--- config.mk ---
export PLATFORM = sky130hd
export DESIGN_NAME = time_set_ctrl_flat
export DESIGN_NICKNAME = d
export VERILOG_FILES = /design/src/rtl/time_set_ctrl_if.sv /design/src/rtl/time_set_ctrl.sv /design/src/flat_wrapper.sv
export SDC_FILE = /design/constraint.sdc
export NUM_CORES = 1
export LEC_CHECK = 0
export ABC_AREA = 0
export CORE_MARGIN = 4
export CORE_UTILIZATION = 51
export DETAILED_ROUTE_END_ITERATION = 8
export HOLD_SLACK_MARGIN = 0.12
export MAX_ROUTING_LAYER = met4
export PLACE_DENSITY = 0.82
export RECOVER_POWER = 100
export SYNTH_ARGS = -nofsm -noshare
export SYNTH_HDL_FRONTEND = slang
export SYNTH_SLANG_ARGS = --single-unit
--- constraint.sdc ---
create_clock -name clk -period 3.64 [get_ports clk]
set_input_delay 0.364 -clock clk [delete_from_list [all_inputs] [get_ports clk]]
set_output_delay 0.364 -clock clk [all_outputs]
set_load 0.03 [all_outputs]
--- src/rtl/time_set_ctrl_if.sv ---
// Button, counter-value and load/display signals of the clock time-set controller.
// master = controller side, slave = counter/display/button side.
interface time_set_ctrl_if;
    logic       btn_mode;
    logic       btn_inc;
    logic [4:0] hour_in;
    logic [5:0] min_in;
    logic [5:0] sec_in;
    logic       sec_tick;
    logic       load_hour;
    logic       load_min;
    logic       load_sec;
    logic [5:0] load_data;
    logic [1:0] edit_field;
    logic       blink;

    modport master (
        input  btn_mode, btn_inc, hour_in, min_in, sec_in,
        output sec_tick, load_hour, load_min, load_sec,
        output load_data, edit_field, blink
    );

    modport slave (
        output btn_mode, btn_inc, hour_in, min_in, sec_in,
        input  sec_tick, load_hour, load_min, load_sec,
        input  load_data, edit_field, blink
    );
endinterface

--- src/rtl/time_set_ctrl.sv ---
// Digital clock sequencer: 1 Hz tick prescaler plus time-set FSM with shadow registers.
// Optional button auto-repeat is enabled by defining AUTO_REPEAT_EN.
module time_set_ctrl #(
    parameter int TICK_DIV   = 50_000_000,
    parameter int REPEAT_DLY = 25_000_000,
    parameter int REPEAT_PER = 10_000_000
) (
    input  logic             clk,
    input  logic             clear_n,
    time_set_ctrl_if.master  bus
);

    localparam int CW = $clog2(TICK_DIV);
    localparam logic [CW-1:0] CNT_MAX = CW'(TICK_DIV - 1);
    localparam logic [CW-1:0] CNT_HALF = CW'(TICK_DIV / 2);

    typedef enum logic [2:0] {
        RUN,
        SET_HOUR,
        SET_MIN,
        SET_SEC,
        CMT_H,
        CMT_M,
        CMT_S
    } state_e;

    state_e        state_q, state_d;
    logic [CW-1:0] cnt_q, cnt_d;
    logic [4:0]    sh_hour_q, sh_hour_d;
    logic [5:0]    sh_min_q, sh_min_d;
    logic [5:0]    sh_sec_q, sh_sec_d;
    logic [2:0]    mode_sync_q;
    logic [2:0]    inc_sync_q;

    logic          tick_q, tick_d;
    logic          ld_h_q, ld_h_d;
    logic          ld_m_q, ld_m_d;
    logic          ld_s_q, ld_s_d;
    logic [5:0]    data_q, data_d;
    logic [1:0]    ef_q, ef_d;
    logic          blink_q, blink_d;

    logic          mode_ev;
    logic          inc_ev;
    logic          rep_ev;
    logic          inc_any;

    // [0],[1] synchronise; [2] holds the previous synchronised level
    assign mode_ev = mode_sync_q[1] & ~mode_sync_q[2];
    assign inc_ev  = inc_sync_q[1] & ~inc_sync_q[2];
    assign inc_any = inc_ev | rep_ev;

`ifdef AUTO_REPEAT_EN
    localparam int HMAX = (REPEAT_DLY > REPEAT_PER) ? REPEAT_DLY : REPEAT_PER;
    localparam int HW = $clog2(HMAX + 1);

    logic [HW-1:0] hold_q, hold_d;
    logic          armed_q, armed_d;
    logic          in_set;

    assign in_set = (state_q == SET_HOUR) ||
                    (state_q == SET_MIN) ||
                    (state_q == SET_SEC);

    // First repeat after REPEAT_DLY held cycles, then one per REPEAT_PER
    always_comb begin
        hold_d  = '0;
        armed_d = 1'b0;
        rep_ev  = 1'b0;
        if (in_set && inc_sync_q[1] && !mode_ev) begin
            hold_d  = hold_q + 1'b1;
            armed_d = armed_q;
            if (!armed_q && hold_d == HW'(REPEAT_DLY)) begin
                rep_ev  = 1'b1;
                armed_d = 1'b1;
                hold_d  = '0;
            end else if (armed_q && hold_d == HW'(REPEAT_PER)) begin
                rep_ev = 1'b1;
                hold_d = '0;
            end
        end
    end

    always_ff @(posedge clk or negedge clear_n) begin
        if (!clear_n) begin
            hold_q  <= '0;
            armed_q <= 1'b0;
        end else begin
            hold_q  <= hold_d;
            armed_q <= armed_d;
        end
    end
`else
    logic unused_rep;

    assign rep_ev = 1'b0;
    assign unused_rep = REPEAT_DLY[0] ^ REPEAT_PER[0];
`endif

    always_comb begin
        state_d  = state_q;
        sh_hour_d = sh_hour_q;
        sh_min_d  = sh_min_q;
        sh_sec_d  = sh_sec_q;
        if (state_q == CMT_S || cnt_q == CNT_MAX) begin
            cnt_d = '0;
        end else begin
            cnt_d = cnt_q + 1'b1;
        end

        unique case (state_q)
            RUN: begin
                if (mode_ev) begin
                    state_d   = SET_HOUR;
                    sh_hour_d = bus.hour_in;
                    sh_min_d  = bus.min_in;
                    sh_sec_d  = bus.sec_in;
                end
            end
            SET_HOUR: begin
                if (mode_ev) begin
                    state_d = SET_MIN;
                end else if (inc_any) begin
                    sh_hour_d = (sh_hour_q == 5'd23) ? 5'd0 : sh_hour_q + 5'd1;
                end
            end
            SET_MIN: begin
                if (mode_ev) begin
                    state_d = SET_SEC;
                end else if (inc_any) begin
                    sh_min_d = (sh_min_q == 6'd59) ? 6'd0 : sh_min_q + 6'd1;
                end
            end
            SET_SEC: begin
                if (mode_ev) begin
                    state_d = CMT_H;
                end else if (inc_any) begin
                    sh_sec_d = (sh_sec_q == 6'd59) ? 6'd0 : sh_sec_q + 6'd1;
                end
            end
            CMT_H:   state_d = CMT_M;
            CMT_M:   state_d = CMT_S;
            CMT_S:   state_d = RUN;
            default: state_d = RUN;
        endcase
    end

    // Outputs are registered from next-state so they line up with the state
    always_comb begin
        tick_d  = (state_d == RUN) && (cnt_d == CNT_MAX);
        ld_h_d  = 1'b0;
        ld_m_d  = 1'b0;
        ld_s_d  = 1'b0;
        data_d  = '0;
        ef_d    = 2'd0;
        blink_d = 1'b0;
        unique case (1'b1)
            (state_d == CMT_H): begin
                ld_h_d = 1'b1;
                data_d = {1'b0, sh_hour_d};
            end
            (state_d == CMT_M): begin
                ld_m_d = 1'b1;
                data_d = sh_min_d;
            end
            (state_d == CMT_S): begin
                ld_s_d = 1'b1;
                data_d = sh_sec_d;
            end
            (state_d == SET_HOUR): begin
                ef_d    = 2'd1;
                blink_d = (cnt_d < CNT_HALF);
            end
            (state_d == SET_MIN): begin
                ef_d    = 2'd2;
                blink_d = (cnt_d < CNT_HALF);
            end
            (state_d == SET_SEC): begin
                ef_d    = 2'd3;
                blink_d = (cnt_d < CNT_HALF);
            end
            default: begin
                ef_d = 2'd0;
            end
        endcase
    end

    always_ff @(posedge clk or negedge clear_n) begin
        if (!clear_n) begin
            state_q     <= RUN;
            cnt_q       <= '0;
            sh_hour_q   <= '0;
            sh_min_q    <= '0;
            sh_sec_q    <= '0;
            mode_sync_q <= '0;
            inc_sync_q  <= '0;
            tick_q      <= 1'b0;
            ld_h_q      <= 1'b0;
            ld_m_q      <= 1'b0;
            ld_s_q      <= 1'b0;
            data_q      <= '0;
            ef_q        <= 2'd0;
            blink_q     <= 1'b0;
        end else begin
            state_q     <= state_d;
            cnt_q       <= cnt_d;
            sh_hour_q   <= sh_hour_d;
            sh_min_q    <= sh_min_d;
            sh_sec_q    <= sh_sec_d;
            mode_sync_q <= {mode_sync_q[1:0], bus.btn_mode};
            inc_sync_q  <= {inc_sync_q[1:0], bus.btn_inc};
            tick_q      <= tick_d;
            ld_h_q      <= ld_h_d;
            ld_m_q      <= ld_m_d;
            ld_s_q      <= ld_s_d;
            data_q      <= data_d;
            ef_q        <= ef_d;
            blink_q     <= blink_d;
        end
    end

    assign bus.sec_tick   = tick_q;
    assign bus.load_hour  = ld_h_q;
    assign bus.load_min   = ld_m_q;
    assign bus.load_sec   = ld_s_q;
    assign bus.load_data  = data_q;
    assign bus.edit_field = ef_q;
    assign bus.blink      = blink_q;

endmodule

--- src/flat_wrapper.sv ---
// flat-port wrapper written by rule: the top's interface ports become plain ports
module time_set_ctrl_flat 
#(
    parameter int TICK_DIV   = 50_000_000,
    parameter int REPEAT_DLY = 25_000_000,
    parameter int REPEAT_PER = 10_000_000
)
  (clk, clear_n, bus_btn_mode, bus_btn_inc, bus_hour_in, bus_min_in, bus_sec_in, bus_sec_tick, bus_load_hour, bus_load_min, bus_load_sec, bus_load_data, bus_edit_field, bus_blink);
  time_set_ctrl_if bus_i ();
  input  logic clk;
  input  logic clear_n;
  input wire logic [$bits(bus_i.btn_mode)-1:0] bus_btn_mode;
  input wire logic [$bits(bus_i.btn_inc)-1:0] bus_btn_inc;
  input wire logic [$bits(bus_i.hour_in)-1:0] bus_hour_in;
  input wire logic [$bits(bus_i.min_in)-1:0] bus_min_in;
  input wire logic [$bits(bus_i.sec_in)-1:0] bus_sec_in;
  output wire logic [$bits(bus_i.sec_tick)-1:0] bus_sec_tick;
  output wire logic [$bits(bus_i.load_hour)-1:0] bus_load_hour;
  output wire logic [$bits(bus_i.load_min)-1:0] bus_load_min;
  output wire logic [$bits(bus_i.load_sec)-1:0] bus_load_sec;
  output wire logic [$bits(bus_i.load_data)-1:0] bus_load_data;
  output wire logic [$bits(bus_i.edit_field)-1:0] bus_edit_field;
  output wire logic [$bits(bus_i.blink)-1:0] bus_blink;
  assign bus_i.btn_mode = bus_btn_mode;
  assign bus_i.btn_inc = bus_btn_inc;
  assign bus_i.hour_in = bus_hour_in;
  assign bus_i.min_in = bus_min_in;
  assign bus_i.sec_in = bus_sec_in;
  assign bus_sec_tick = bus_i.sec_tick;
  assign bus_load_hour = bus_i.load_hour;
  assign bus_load_min = bus_i.load_min;
  assign bus_load_sec = bus_i.load_sec;
  assign bus_load_data = bus_i.load_data;
  assign bus_edit_field = bus_i.edit_field;
  assign bus_blink = bus_i.blink;
  time_set_ctrl #(.TICK_DIV(TICK_DIV), .REPEAT_DLY(REPEAT_DLY), .REPEAT_PER(REPEAT_PER)) u_core (.clk(clk), .clear_n(clear_n), .bus(bus_i));
endmodule
==> results.cfg <==
[synthesis]
syn_nets = 389
synthArstFlopShare_pct = 100
ys.flop_type = dfrtp_1
synthCells = 364
synth-seq-cells = 65
synth_commonest_cells = dfrtp_1, nor2_1, nand2_1, o21ai_0, xnor2_1
syn_avg_cell_area_um2 = 9.55
synthTopCellsByArea = dfrtp_1, nor2_1, nand2_1, xnor2_1, xor2_1
yosys_warnings = 0
synth-edff-count = 0
netlist_area_mm2 = 0.00348
synth-seq-area-share_pct = 46.8
ys_types = 63
synth_most_common_cell = dfrtp_1
synth_top_area_share_pct = 46.8
yosys.area.top_type = dfrtp_1

[outcome]
status = finished with violations
violations = max-capacitance violations, max-slew violations

[worst_setup_path]
crit_path_max_incr_delay_ns = 0.51
path_max_fanout = 8
rr_worst_depth = 8
r2r_slack_ns = 0.78
critPathBufInv = 0
arrival_ns = 3.07
crit_path_start = u_core.cnt_q[0]
r2r-start = u_core.cnt_q[0]
startpoint_type = flip-flop
critical_path_depth = 8
cpMostUsedCell = a31oi_1
critical_path_class = reg -> reg
worstPathCellList = ha_1 > and2_0 > nand4_1 > nor3b_1 > a31oi_1 > or3b_2 > o32ai_1 > a31oi_1
worstReg2RegEnd = u_core.bus.blink
crit_end = u_core.bus.blink
cp_top_family = simple AND/OR/NAND/NOR gates
required_ns = 3.85
endpoint_kind = flip-flop
cp_slowest_cell = nand4_1

[finish]
drive_above_1_share_pct = 5.84
antenna_cells = 0
final_area_mm2 = 0.00396
fillers = 564
area_delta_synth_final_pct = 13.8
nets = 415
stdcell_count = 471

[routing]
dr.pass1.iters = 5
vias = 2895
wl_mm = 7.83
drcViolationCount = 0
via_per_inst = 6.15
ant_nets = 0
drt-wirelength-per-cell_um = 16.6
drt_iter0_markers = 256

[clock_tree]
max-clock-path-buffers = 2
clockRootBuffer = clkbuf_8
clock-sinks = 65
path_clk_slew_ns = 0.07
cts_buffers = 9
hold_buffers = 0
postCtsSetupBuffers = 0
post_cts_resized = 0
clk_latency_ns = 0.34
cts_tree = done
htreeDepth = 3

[die]
initial_core_util_pct = 53.5
die-width_um = 90.6
io_pins = 34
core_mm2 = 0.00649
die_h_um = 90.6
dieArea_mm2 = 0.00820
rows = 29

[place]
hpwl_mm = 5.49
gp_congestion = 0.881
placed_cells = 456
place_area_mm2 = 0.00382
portBuffers = 33

[timing]
finalSetupTns_ns = 0
timing.final.crit_share_pct = 78.4
drv_slew = 51
fmax_ghz = 0.350
min_period_ns = 2.86
relSlewSlack_pct = -75.1
fin_skew_ns = 0.00984
rsz0062_at_grt = no
max_slew.worst_pin.slew_ns = 2.63
fin_hold_ws_ns = 0.360
finalHoldViolations = 0
setup_viol = 0

[global_route]
grt_pass1_vias = 2773
gr-total-overflow = 0
grt_pass1_wl_mm = 13.2
track_usage_pct = 20.6
antenna_found_initial = 0
grt_max_degree = 51

[power_and_ir_drop]
p_per_area_mw_per_mm2 = 648
power_w = 0.00256
leakage_nw = 1.73
ir_worst_vdd_uv = 406

[flow_run]
cap_violations = 1

[hold_path]
hold_path_class = reg -> reg
[cell families (layout without fill, tap and decap cells)]
group | Yosys count | count (layout) | share of synthesized area (%)
fa+ha+maj | 4 | 4 | 1.44
simple gates | 163 | 163 | 25.1
xor+xnor | 27 | 27 | 6.80
buf+inv | 30 | 60 | 3.67
mux | 7 | 7 | 2.05
flops | 65 | 65 | 46.8
compound gates | 68 | 68 | 14.2
[worst reg2reg max path: cells and delay by family (launching register included)]
family,cells,cell delay (ns)
compound gates,3,0.46
fa+ha+maj,1,0.21
flops,1,0.39
simple gates,4,1.68
[where the power goes]
part	switching (W)	internal, W	leakage, nW	total, W
logic	0.000572	0.000382	0.793	0.000954
clock network	0.000257	0.000257	0.0887	0.000514
registers	0.000195	0.000902	0.849	0.00110
total	0.00102	0.00154	1.73	0.00256
[metrics by stage]
step	utilization, %	setup slack (ns)
floorplan	-	1.36
global placement	58.9	1.09
detailed placement	58.9	0.976
CTS	61.3	0.990
global route	60.9	0.445
finish	60.9	0.785
[cell type report]
class	instances	area [um2]	share of cell area [%]
Inverter	10	37.5	0.949
Clock buffer	11	141	3.57
Multi-Input combinational cell	269	1700	43.0
Clock inverter	4	20.0	0.506
Tap cell	77	96.3	2.44
Timing Repair Buffer	35	332	8.38
Sequential cell	65	1630	41.1
[cell usage in the layout (no fill, tap or decap), drive strengths merged, types with 2 or more instances in the layout]
| cell type | netlist | final |
|---|---|---|
| mux2i | 6 | 6 |
| o2bb2ai | 3 | 3 |
| a221o | 6 | 6 |
| or2 | 3 | 3 |
| ha | 4 | 4 |
| nor4 | 6 | 6 |
| o22ai | 5 | 5 |
| nand3 | 13 | 13 |
| nand2b | 5 | 5 |
| o32ai | 3 | 3 |
| clkinv | 0 | 4 |
| o21ai | 16 | 16 |
| a31oi | 7 | 7 |
| a21oi | 6 | 6 |
| a222oi | 2 | 2 |
| nor2 | 43 | 43 |
| xor2 | 13 | 13 |
| o31ai | 2 | 2 |
| xnor2 | 14 | 14 |
| dfrtp | 65 | 65 |
| and4 | 4 | 4 |
| clkdlybuf4s50 | 0 | 17 |
| o22a | 4 | 4 |
| dlygate4sd3 | 0 | 15 |
| and2 | 6 | 6 |
| clkbuf | 12 | 14 |
| nor3 | 11 | 11 |
| o211ai | 3 | 3 |
| nand2 | 35 | 35 |
| nor2b | 6 | 6 |
| or3 | 4 | 4 |
| nand4 | 9 | 9 |
| a211oi | 2 | 2 |
| or4 | 4 | 4 |
| and3 | 5 | 5 |
| inv | 10 | 10 |
[metal layers]
| layer | vias to the layer above | global-route usage [%] | part of all wire (%) |
|---|---|---|---|
| li1 | 1370 | - | - |
| met1 | 1389 | 26.6 | 45 |
| met2 | 116 | 30.9 | 47 |
| met3 | 20 | 6.58 | 6.6 |
| met4 | 0 | 6.12 | 1.6 |
| met5 | - | - | 0 |
[worst min path at each step]
stage                               start                     to  slack, ns  cells after the start
finish              u_core.mode_sync_q[0]  u_core.mode_sync_q[1]       0.36                      0
global route        u_core.mode_sync_q[0]  u_core.mode_sync_q[1]       0.37                      0
CTS                               clear_n   u_core.bus.load_hour       0.27                      1
detailed placement  u_core.mode_sync_q[0]  u_core.mode_sync_q[1]       0.34                      0
global placement    u_core.mode_sync_q[0]  u_core.mode_sync_q[1]       0.33                      0
floorplan                         clear_n       u_core.bus.blink       0.07                      0
[sequential cells by signal, summed over array words and instances, names as in the netlist]
| signal | count |
|---|---|
| u_core.bus.blink | 1 |
| u_core.bus.edit_field | 2 |
| u_core.bus.load_data | 6 |
| u_core.bus.load_hour | 1 |
| u_core.bus.load_min | 1 |
| u_core.bus.load_sec | 1 |
| u_core.bus.sec_tick | 1 |
| u_core.cnt_q | 26 |
| u_core.inc_sync_q | 3 |
| u_core.mode_sync_q | 3 |
| u_core.sh_hour_q | 5 |
| u_core.sh_min_q | 6 |
| u_core.sh_sec_q | 6 |
| u_core.state_q | 3 |
Power figures use the tool's default switching activity.
